--- config.mk ---
export PLATFORM = sky130hd
export DESIGN_NAME = mul_add_nat
export DESIGN_NICKNAME = d
export VERILOG_FILES = /design/src/rtl/mul_add_nat_pkg.sv /design/src/rtl/mul_add_nat_add.sv /design/src/rtl/mul_add_nat.sv
export SDC_FILE = /design/constraint.sdc
export NUM_CORES = 1
export LEC_CHECK = 0
export CORE_MARGIN = 2
export CORE_UTILIZATION = 40
export DETAILED_ROUTE_END_ITERATION = 10
export PLACE_DENSITY = 0.59
export SYNTH_ARGS = -nofsm -noshare
export SYNTH_HDL_FRONTEND = slang
export SYNTH_SLANG_ARGS = --single-unit
--- constraint.sdc ---
create_clock -name clock -period 8 [get_ports clock]
set_input_delay 1.2 -clock clock [delete_from_list [all_inputs] [get_ports clock]]
set_output_delay 1.2 -clock clock [all_outputs]
set_load 0.005 [all_outputs]
--- src/rtl/mul_add_nat_pkg.sv ---
// Shared types and helpers for the mul_add_nat multiply-accumulate unit.
package mul_add_nat_pkg;

  typedef enum logic [1:0] {
    IDLE = 2'd0,
    RUN  = 2'd1,
    DONE = 2'd2
  } state_t;

  // Width of x*y + c for n-bit operands; the maximum 2^2n - 2^n always fits.
  function automatic int result_width(input int n);
    return 2 * n;
  endfunction

endpackage

--- src/rtl/mul_add_nat_add.sv ---
// Parameterised ripple-carry adder: {c_out, s} = x + y + c_in.
module add #(
  parameter int N = 4
) (
  input  logic [N-1:0] x,
  input  logic [N-1:0] y,
  input  logic         c_in,
  output logic [N-1:0] s,
  output logic         c_out
);

  logic [N:0] carry;

  // NOTE: every output of a combinational block gets a default first, so no latch can be inferred.
  always_comb begin
    carry    = '0;
    s        = '0;
    carry[0] = c_in;
    for (int i = 0; i < N; i++) begin
      s[i]         = x[i] ^ y[i] ^ carry[i];
      carry[i+1]   = (x[i] & y[i]) | (carry[i] & (x[i] ^ y[i]));
    end
    c_out = carry[N];
  end

endmodule

--- src/rtl/mul_add_nat.sv ---
// Registered natural multiply-accumulate m = x*y + c with valid/ready handshake.
// Define MUL_ADD_NAT_FAST_EN for the single-cycle array build; default is the iterative shift-add engine.
module mul_add_nat
  import mul_add_nat_pkg::*;
#(
  parameter int N = 4
) (
  input  logic                         clock,
  input  logic                         reset,
  input  logic                         in_valid,
  output logic                         in_ready,
  input  logic [N-1:0]                 x,
  input  logic [N-1:0]                 y,
  input  logic [N-1:0]                 c,
  output logic                         out_valid,
  input  logic                         out_ready,
  output logic [result_width(N)-1:0]   m
);

  localparam int W = result_width(N);

  state_t         state_q, state_d;
  logic [W-1:0]   m_q;

  assign in_ready  = (state_q == IDLE) && !reset;
  assign out_valid = (state_q == DONE);
  assign m         = m_q;

`ifndef MUL_ADD_NAT_FAST_EN

  localparam int CW = (N > 1) ? $clog2(N) : 1;

  logic [N-1:0]  x_q, y_q;
  logic [W-1:0]  acc_q, addend, sum, acc_next;
  logic [CW-1:0] cnt_q;
  logic          sum_carry;
  logic          last;

  assign addend   = W'(x_q) << cnt_q;
  assign last     = (cnt_q == CW'(N - 1));
  assign acc_next = y_q[cnt_q] ? sum : acc_q;

  add #(.N(W)) u_add (
    .x    (acc_q),
    .y    (addend),
    .c_in (1'b0),
    .s    (sum),
    .c_out(sum_carry)
  );

  always_comb begin
    state_d = state_q;
    case (state_q)
      IDLE:    if (in_valid)  state_d = RUN;
      RUN:     if (last)      state_d = DONE;
      DONE:    if (out_ready) state_d = IDLE;
      default:                state_d = IDLE;
    endcase
  end

  // NOTE: sequential state uses non-blocking assignments so every register samples pre-edge values.
  always_ff @(posedge clock) begin
    if (reset) begin
      state_q <= IDLE;
      x_q     <= '0;
      y_q     <= '0;
      acc_q   <= '0;
      cnt_q   <= '0;
      m_q     <= '0;
    end else begin
      state_q <= state_d;
      case (state_q)
        IDLE: if (in_valid) begin
          x_q   <= x;
          y_q   <= y;
          acc_q <= W'(c);
          cnt_q <= '0;
        end
        RUN: begin
          acc_q <= acc_next;
          cnt_q <= cnt_q + CW'(1);
          if (last) m_q <= acc_next;
        end
        default: ;
      endcase
    end
  end

  // Partial sums are bounded by the final result, so the wide add never carries out.
  always_ff @(posedge clock) begin
    if (!reset && state_q == RUN) assert (!sum_carry);
  end

`else

  logic [W-1:0] fast_m;

  // Row i adds x*y[i] to the upper bits of the previous row; c enters as row 0's addend.
  for (genvar i = 0; i < N; i++) begin : g_row
    logic [N-1:0] row_in, row_s;
    logic         row_c;

    if (i == 0) begin : g_first
      assign row_in = c;
    end else begin : g_next
      assign row_in = {g_row[i-1].row_c, g_row[i-1].row_s[N-1:1]};
    end

    add #(.N(N)) u_add (
      .x    (x & {N{y[i]}}),
      .y    (row_in),
      .c_in (1'b0),
      .s    (row_s),
      .c_out(row_c)
    );

    if (i < N - 1) begin : g_low
      assign fast_m[i] = row_s[0];
    end else begin : g_top
      assign fast_m[W-1:N-1] = {row_c, row_s};
    end
  end

  always_comb begin
    state_d = state_q;
    case (state_q)
      IDLE:    if (in_valid)  state_d = DONE;
      DONE:    if (out_ready) state_d = IDLE;
      default:                state_d = IDLE;
    endcase
  end

  always_ff @(posedge clock) begin
    if (reset) begin
      state_q <= IDLE;
      m_q     <= '0;
    end else begin
      state_q <= state_d;
      if (state_q == IDLE && in_valid) m_q <= fast_m;
    end
  end

`endif

endmodule

==> run_results.csv, run 1 <==
group,metric,value,unit
yosys,ys_ff_latch,28,
setup_path,critPathMostFrequentCell,"clkdlybuf4s50_1",
min_path,hold_path.class,"reg2reg",
yosys,synth_commonest_cells,"nand2_1 (30), dfxtp_1 (28), a21oi_1 (22)",
route,wl,2.97,mm
pwr,p_switching,0.0691,mW
placed_design,numPortBuffers,25,
yosys,syn-num-nets,203,
setup_path,reg2regPathDepth,15,
sta,worst_slew_pin_slew,1.03,ns
global_routing,grt_pass1_wl,5.15,mm
global_routing,grt_pass1_vias,1144,
die,die_h,64.9,µm
setup_path,max_stage_delay,0.93,ns
yosys,synth_compound_area_share,18.8,%
clocking,cts.sinks,28,
yosys,avgSynthCellArea,8.30,µm²
pwr,vdd_drop_max,0.0765,mV
sta,fin_crit_sh,52.7,%
yosys,syn_area,1490,µm²
global_routing,grtUsageTotal,15.5,%
pwr,pwr-share-comb,16.4,%
yosys,synth_edf_count,0,
setup_path,cp_max_fo,29,
status,status,"completed",
setup_path,cp.buffers_inverters,2,
route,vias_per_cell,4.95,
route,drtIter0Drc,45,
yosys,yosys_warnings,0,
yosys,synth_flop_cell,"dfxtp_1",
pwr,p_int,0.200,mW
yosys,synthMuxAreaShare,6.32,%
pwr,p_sw_share,25.7,%
cells_and_area,multi_input_area,825,µm²
die,dieArea,4220,µm²
cells_and_area,area_growth,20.0,%
setup_path,cp.arrival,3.02,ns
clocking,tritoncts,"yes",
placed_design,hpwl,2.30,mm
setup_path,cp.depth,3,
clocking,htreeDepth,1,
sta,timing.slew.headroom,30.8,%
clocking,postCtsHoldBufs,0,
pwr,powerDensity,151,nW/µm²
cells_and_area,seq_area,561,µm²
route,ant_nets,0,
sta,clock_skew,0.00176,ns
yosys,netlist_top_cells_area,"dfxtp_1 (38%), fa_1 (8.1%), nand2_1 (7.6%)",
route,drc_errors,0,
yosys,synth_cells,179,
die,coreArea,3610,µm²
pwr,p_clk_share,27.3,%
setup_path,cpLargestDelayFamily,"buffers and inverters",
route,vias,1204,
yosys,synthAdderAreaFrac,9.77,%
yosys,synth_simple_gate_area_share,20.1,%
global_routing,grt_max_degree,30,
yosys,ys_seq_area_share,37.7,%
yosys,synth_top_family_by_area,"simple AND/OR/NAND/NOR gates",
sta,period_minus_slack,4.22,ns
die,start_util,41.2,%
setup_path,timing.rr.end,"acc_q[7]",
cells_and_area,num-nets-final,221,
yosys,synth_cell_type_count,31,
setup_path,end_kind,"output port",
clocking,clock_latency,0.27,ns
setup_path,r2r_start,"cnt_q[0]",
clocking,post_cts.repair.setup_buffers,0,
clocking,cts_buffers,3,
clocking,clk_path_buf_depth,2,
yosys,synth_most_common_cell,"nand2_1",
sta,tns,0,ns
cells_and_area,n_fill_cell,365,
pwr,pwr-share-seq,56.3,%
yosys,synth_top_cell_area_share,37.7,%
setup_path,rrSetupSlack,4.31,ns
setup_path,worstPathRequired,6.80,ns
placed_design,place_area,1740,µm²
setup_path,worstSetupPathType,"in2out",
yosys,ys_async_sr_fraction,0,%
cells_and_area,design_area,1780,µm²
sta,max_freq,0.237,GHz
sta,finalHoldViolCount,0,
clocking,clk_pin_slew,0.08,ns
job,cap_viol_max_count,0,
pwr,leakage,0.618,nW
pwr,power,0.269,mW
global_routing,antenna_found_initial,0,
yosys,yosysTopAreaCell,"dfxtp_1",
setup_path,endpoint,"in_ready",
global_routing,grt-ovfl-total,0,
route,routedWlPerCell,12.2,µm
die,row_count,22,
clocking,cts_resized,0,
cells_and_area,antenna_cells,0,
sta,slew_viol_final,0,
die,dieWidth,64.9,µm
sta,setup_violations,0,
setup_path,start_kind,"input pin",
placed_design,gp_congestion,0.751,
yosys,synthXorXnorAreaFrac,0.590,%
clocking,cts_root_buf,"clkbuf_8",
setup_path,worst_path_max_delay_cell,"clkdlybuf4s50_1",
setup_path,crit_chain,"clkdlybuf4s50_1 -> nor3_1 -> clkdlybuf4s50_1",
cells_and_area,final_layout_size_suffix_gt1_share,4.62,%
sta,rsz0062_at_grt,"no",
route,firstDrtPassIters,4,
setup_path,cp-startpoint,"reset",
die,pin_count,26,
-- cells in the final DEF (no fill, tap or decap), types with 2 or more instances in the layout --
cell type,n
a211oi_1,5
a21oi_1,22
a2bb2oi_1,4
clkbuf_8,3
clkdlybuf4s50_1,25
dfxtp_1,28
fa_1,6
ha_1,2
inv_1,10
mux2i_1,6
nand2_1,30
nand2b_1,4
nand3_1,3
nor2_1,16
nor2b_1,6
nor3b_1,2
o211ai_1,3
o21ai_0,4
o22ai_1,4
-- power groups by stage --
stage | Sequential (mW) | Combinational [mW] | Clock [mW]
floorplan | 0.151 | 0.0329 | 0
global placement | 0.155 | 0.0429 | 0
detailed placement | 0.155 | 0.0441 | 0
CTS | 0.152 | 0.0444 | 0.0769
global route | 0.153 | 0.0496 | 0.0838
finish | 0.151 | 0.0443 | 0.0735
-- cell type report --
| class | instances | area share (%) |
|---|---|---|
| multi-input cells | 128 | 46.3 |
| flip-flops and latches | 28 | 31.5 |
| clock buffers | 3 | 2.32 |
| inverters | 10 | 2.11 |
| well taps | 48 | 3.37 |
| repair buffers | 26 | 14.5 |
-- worst reg2reg max path: stages, from the launching register on --
cell,delay (ns)
dfxtp_1,0.62
mux2i_1,0.13
or2_2,0.31
fa_1,0.39
inv_1,0.08
fa_1,0.18
fa_1,0.16
inv_1,0.06
fa_1,0.35
inv_1,0.07
fa_1,0.15
inv_1,0.05
fa_1,0.36
nand2b_2,0.21
or3_1,0.37
a31oi_1,0.12
-- worst min path at each step --
stage / from / endpoint / cells after the start
6_report: y_q[3] / y_q[3] / 2
5_1_grt: m[4] / m[4] / 2
4_1_cts: y_q[3] / y_q[3] / 2
3_5_place_dp: y_q[3] / y_q[3] / 2
3_3_place_gp: y_q[2] / y_q[2] / 2
2_1_floorplan: y_q[2] / y_q[2] / 2
-- logic make-up after synthesis --
family	after synthesis
AO/OA/AOI/OAI	45
buffers and inverters	23
XOR/XNOR	1
multiplexers	8
AND/OR/NAND/NOR	66
adder cells (fa/ha/maj)	8
flip-flops	28
-- sequential cells by signal, summed over array words and instances, names as in the netlist --
register and flops:
y_q 4, state_q 2, cnt_q 2, acc_q 8, x_q 4, m 8
-- routing by layer --
layer | vias up | track usage (%) | wire length, µm
met3 | 4 | 2.26 | 105
met1 | 544 | 19.0 | 1380
met4 | 0 | 5.59 | 29
li1 | 633 | - | -
met2 | 23 | 27.6 | 1450
met5 | - | 0 | 0
-- metrics by stage --
step                      setup WS (ns)  util (%)  std cells  hold WS (ns)
after floorplan                    4.63         -        179         0.433
after global placement             3.80      48.3        240         0.441
after detailed placement           3.77      48.3        240         0.448
after CTS                          3.75      49.4        243         0.461
after global routing               3.64      49.4        243         0.486
final                              3.78      49.4        243         0.455
(Power assumes the default switching activity.)
==> run 2, diff against run 1 <==
Settings changed: PLACE_DENSITY 0.59 to 0.62.
Clock period 8 ns to 3.8 ns, I/O delays scaled along.
==> run_results.csv, run 2 (synthesis results as in run 1) <==
group,metric,value,unit
status,status,"completed",
cells_and_area,antenna_cells,0,
die,pin_count,26,
route,drc_errors,0,
die,die_h,64.9,µm
sta,clock_skew,0.00646,ns
clocking,cts_root_buf,"clkbuf_8",
cells_and_area,final_layout_size_suffix_gt1_share,5.58,%
setup_path,worst_path_max_delay_cell,"dfxtp_1",
clocking,postCtsHoldBufs,0,
die,dieArea,4220,µm²
route,ant_nets,0,
setup_path,cpLargestDelayFamily,"adder cells",
sta,finalHoldViolCount,0,
sta,tns,0,ns
die,coreArea,3610,µm²
placed_design,place_inst,242,
sta,worst_slew_pin_slew,0.618,ns
sta,worst_slack,0.375,ns
sta,slew_viol_final,0,
sta,max_freq,0.292,GHz
setup_path,cp.depth,15,
placed_design,gp_congestion,0.750,
min_path,hold_path.class,"reg2reg",
clocking,cts.sinks,28,
route,wl,3.01,mm
setup_path,cp-startpoint,"cnt_q[0]",
setup_path,max_stage_delay,0.46,ns
global_routing,grtUsageTotal,16.1,%
global_routing,grt_pass1_wl,5.42,mm
pwr,vdd_drop_max,0.170,mV
setup_path,reg2regPathDepth,15,
setup_path,critPathMostFrequentCell,"fa_1",
cells_and_area,final_cell_mix,"nand2_1 (30), dfxtp_1 (28), clkdlybuf4s50_1 (25)",
setup_path,end_kind,"register",
route,firstDrtPassIters,4,
pwr,pwr-share-seq,55.6,%
cells_and_area,layout_commonest_cell,"nand2_1",
cells_and_area,area_growth,21.0,%
setup_path,cp.buffers_inverters,4,
global_routing,grt-ovfl-total,0,
route,routedWlPerCell,12.3,µm
setup_path,crit_chain,"mux2i_1 -> or2_2 -> fa_1 -> inv_1 -> fa_1 -> fa_1 -> inv_1 -> fa_1 -> inv_1 -> fa_1 -> inv_1 -> fa_1 -> nand2b_2 -> or3_1 -> a31oi_1",
placed_design,post-place-ws,0.382,ns
clocking,cts_buffers,3,
setup_path,cp.arrival,3.63,ns
setup_path,worstSetupPathType,"reg2reg",
clocking,post_cts.repair.setup_buffers,0,
pwr,powerDensity,318,nW/µm²
setup_path,start_kind,"register",
setup_path,r2r_start,"cnt_q[0]",
pwr,p_clk_share,27.8,%
route,drtIter0Drc,55,
cells_and_area,final_cell_count_no_fill,245,
placed_design,place_area,1760,µm²
placed_design,hpwl,2.35,mm
setup_path,rrSetupSlack,0.38,ns
route,vias,1271,
sta,timing.slew.headroom,58.7,%
global_routing,grt_max_degree,30,
sta,setup_violations,0,
clocking,htreeDepth,1,
pwr,pwr-share-comb,16.6,%
sta,fin_crit_sh,90.1,%
cells_and_area,num-nets-final,223,
clocking,clk_path_buf_depth,2,
pwr,leakage,0.629,nW
pwr,p_switching,0.149,mW
die,row_count,22,
setup_path,worstPathRequired,4.00,ns
clocking,cts_resized,0,
setup_path,cp_max_fo,6,
pwr,p_sw_share,26.0,%
global_routing,grt_pass1_vias,1265,
placed_design,numPortBuffers,25,
setup_path,endpoint,"acc_q[7]",
setup_path,timing.rr.end,"acc_q[7]",
clocking,clock_latency,0.27,ns
cells_and_area,post-route-util,49.8,%
sta,period_minus_slack,3.42,ns
route,vias_per_cell,5.19,
pwr,p_int,0.423,mW
sta,rsz0062_at_grt,"no",
clocking,tritoncts,"yes",
job,cap_viol_max_count,0,
cells_and_area,design_area,1800,µm²
clocking,clk_pin_slew,0.09,ns
die,dieWidth,64.9,µm
global_routing,antenna_found_initial,0,
die,start_util,41.2,%
[run 2: cell count changes in the layout (fill, tap and decap cells not counted), sizes merged]
cell and delta:
buf +2
[run 2: metal layers]
layer / wire, µm / vias up / global-route usage [%]
met5: 0 / - / 0
met4: 41 / 0 / 4.79
met3: 117 / 6 / 2.08
met2: 1480 / 28 / 29.9
met1: 1370 / 599 / 19.1
li1: - / 638 / -
[run 2: worst reg2reg max path: cells and delay by family (launching register included)]
kind / cells / cell delay, ns
flip-flops: 1 / 0.46
buffers and inverters: 4 / 0.25
AO/OA/AOI/OAI: 1 / 0.13
AND/OR/NAND/NOR: 3 / 0.85
multiplexers: 1 / 0.11
adder cells (fa/ha/maj): 6 / 1.56
[run 2: how the worst min path moves through the flow]
stage | start | end | slack, ns | depth (start not counted)
after floorplan | y_q[2] | y_q[2] | 0.43 | 2
after global placement | m[1] | m[1] | 0.44 | 2
after detailed placement | m[6] | m[6] | 0.45 | 2
after CTS | m[6] | m[6] | 0.46 | 2
after global routing | y_q[0] | y_q[0] | 0.49 | 2
final | m[6] | m[6] | 0.46 | 2
[run 2: power groups by stage]
stage	Sequential, mW	Clock, mW	Combinational (mW)
CTS	0.318	0.163	0.0966
detailed placement	0.325	0	0.0961
finish	0.318	0.159	0.0952
floorplan	0.319	0	0.0692
global placement	0.324	0	0.0942
global route	0.321	0.174	0.107
[run 2: through the flow]
stage               hold slack, ns  power, mW
detailed placement           0.448      0.421
global placement             0.442      0.418
global route                 0.487      0.601
floorplan                    0.433      0.388
CTS                          0.461      0.578
finish                       0.459      0.572
[run 2: final cells by class]
| class | instances | area [µm²] |
|---|---|---|
| fillers | 354 | 1810 |
| multi-input cells | 128 | 825 |
| flip-flops and latches | 28 | 561 |
| repair buffers | 28 | 273 |
| well taps | 48 | 60.1 |
| clock buffers | 3 | 41.3 |
| inverters | 10 | 37.5 |
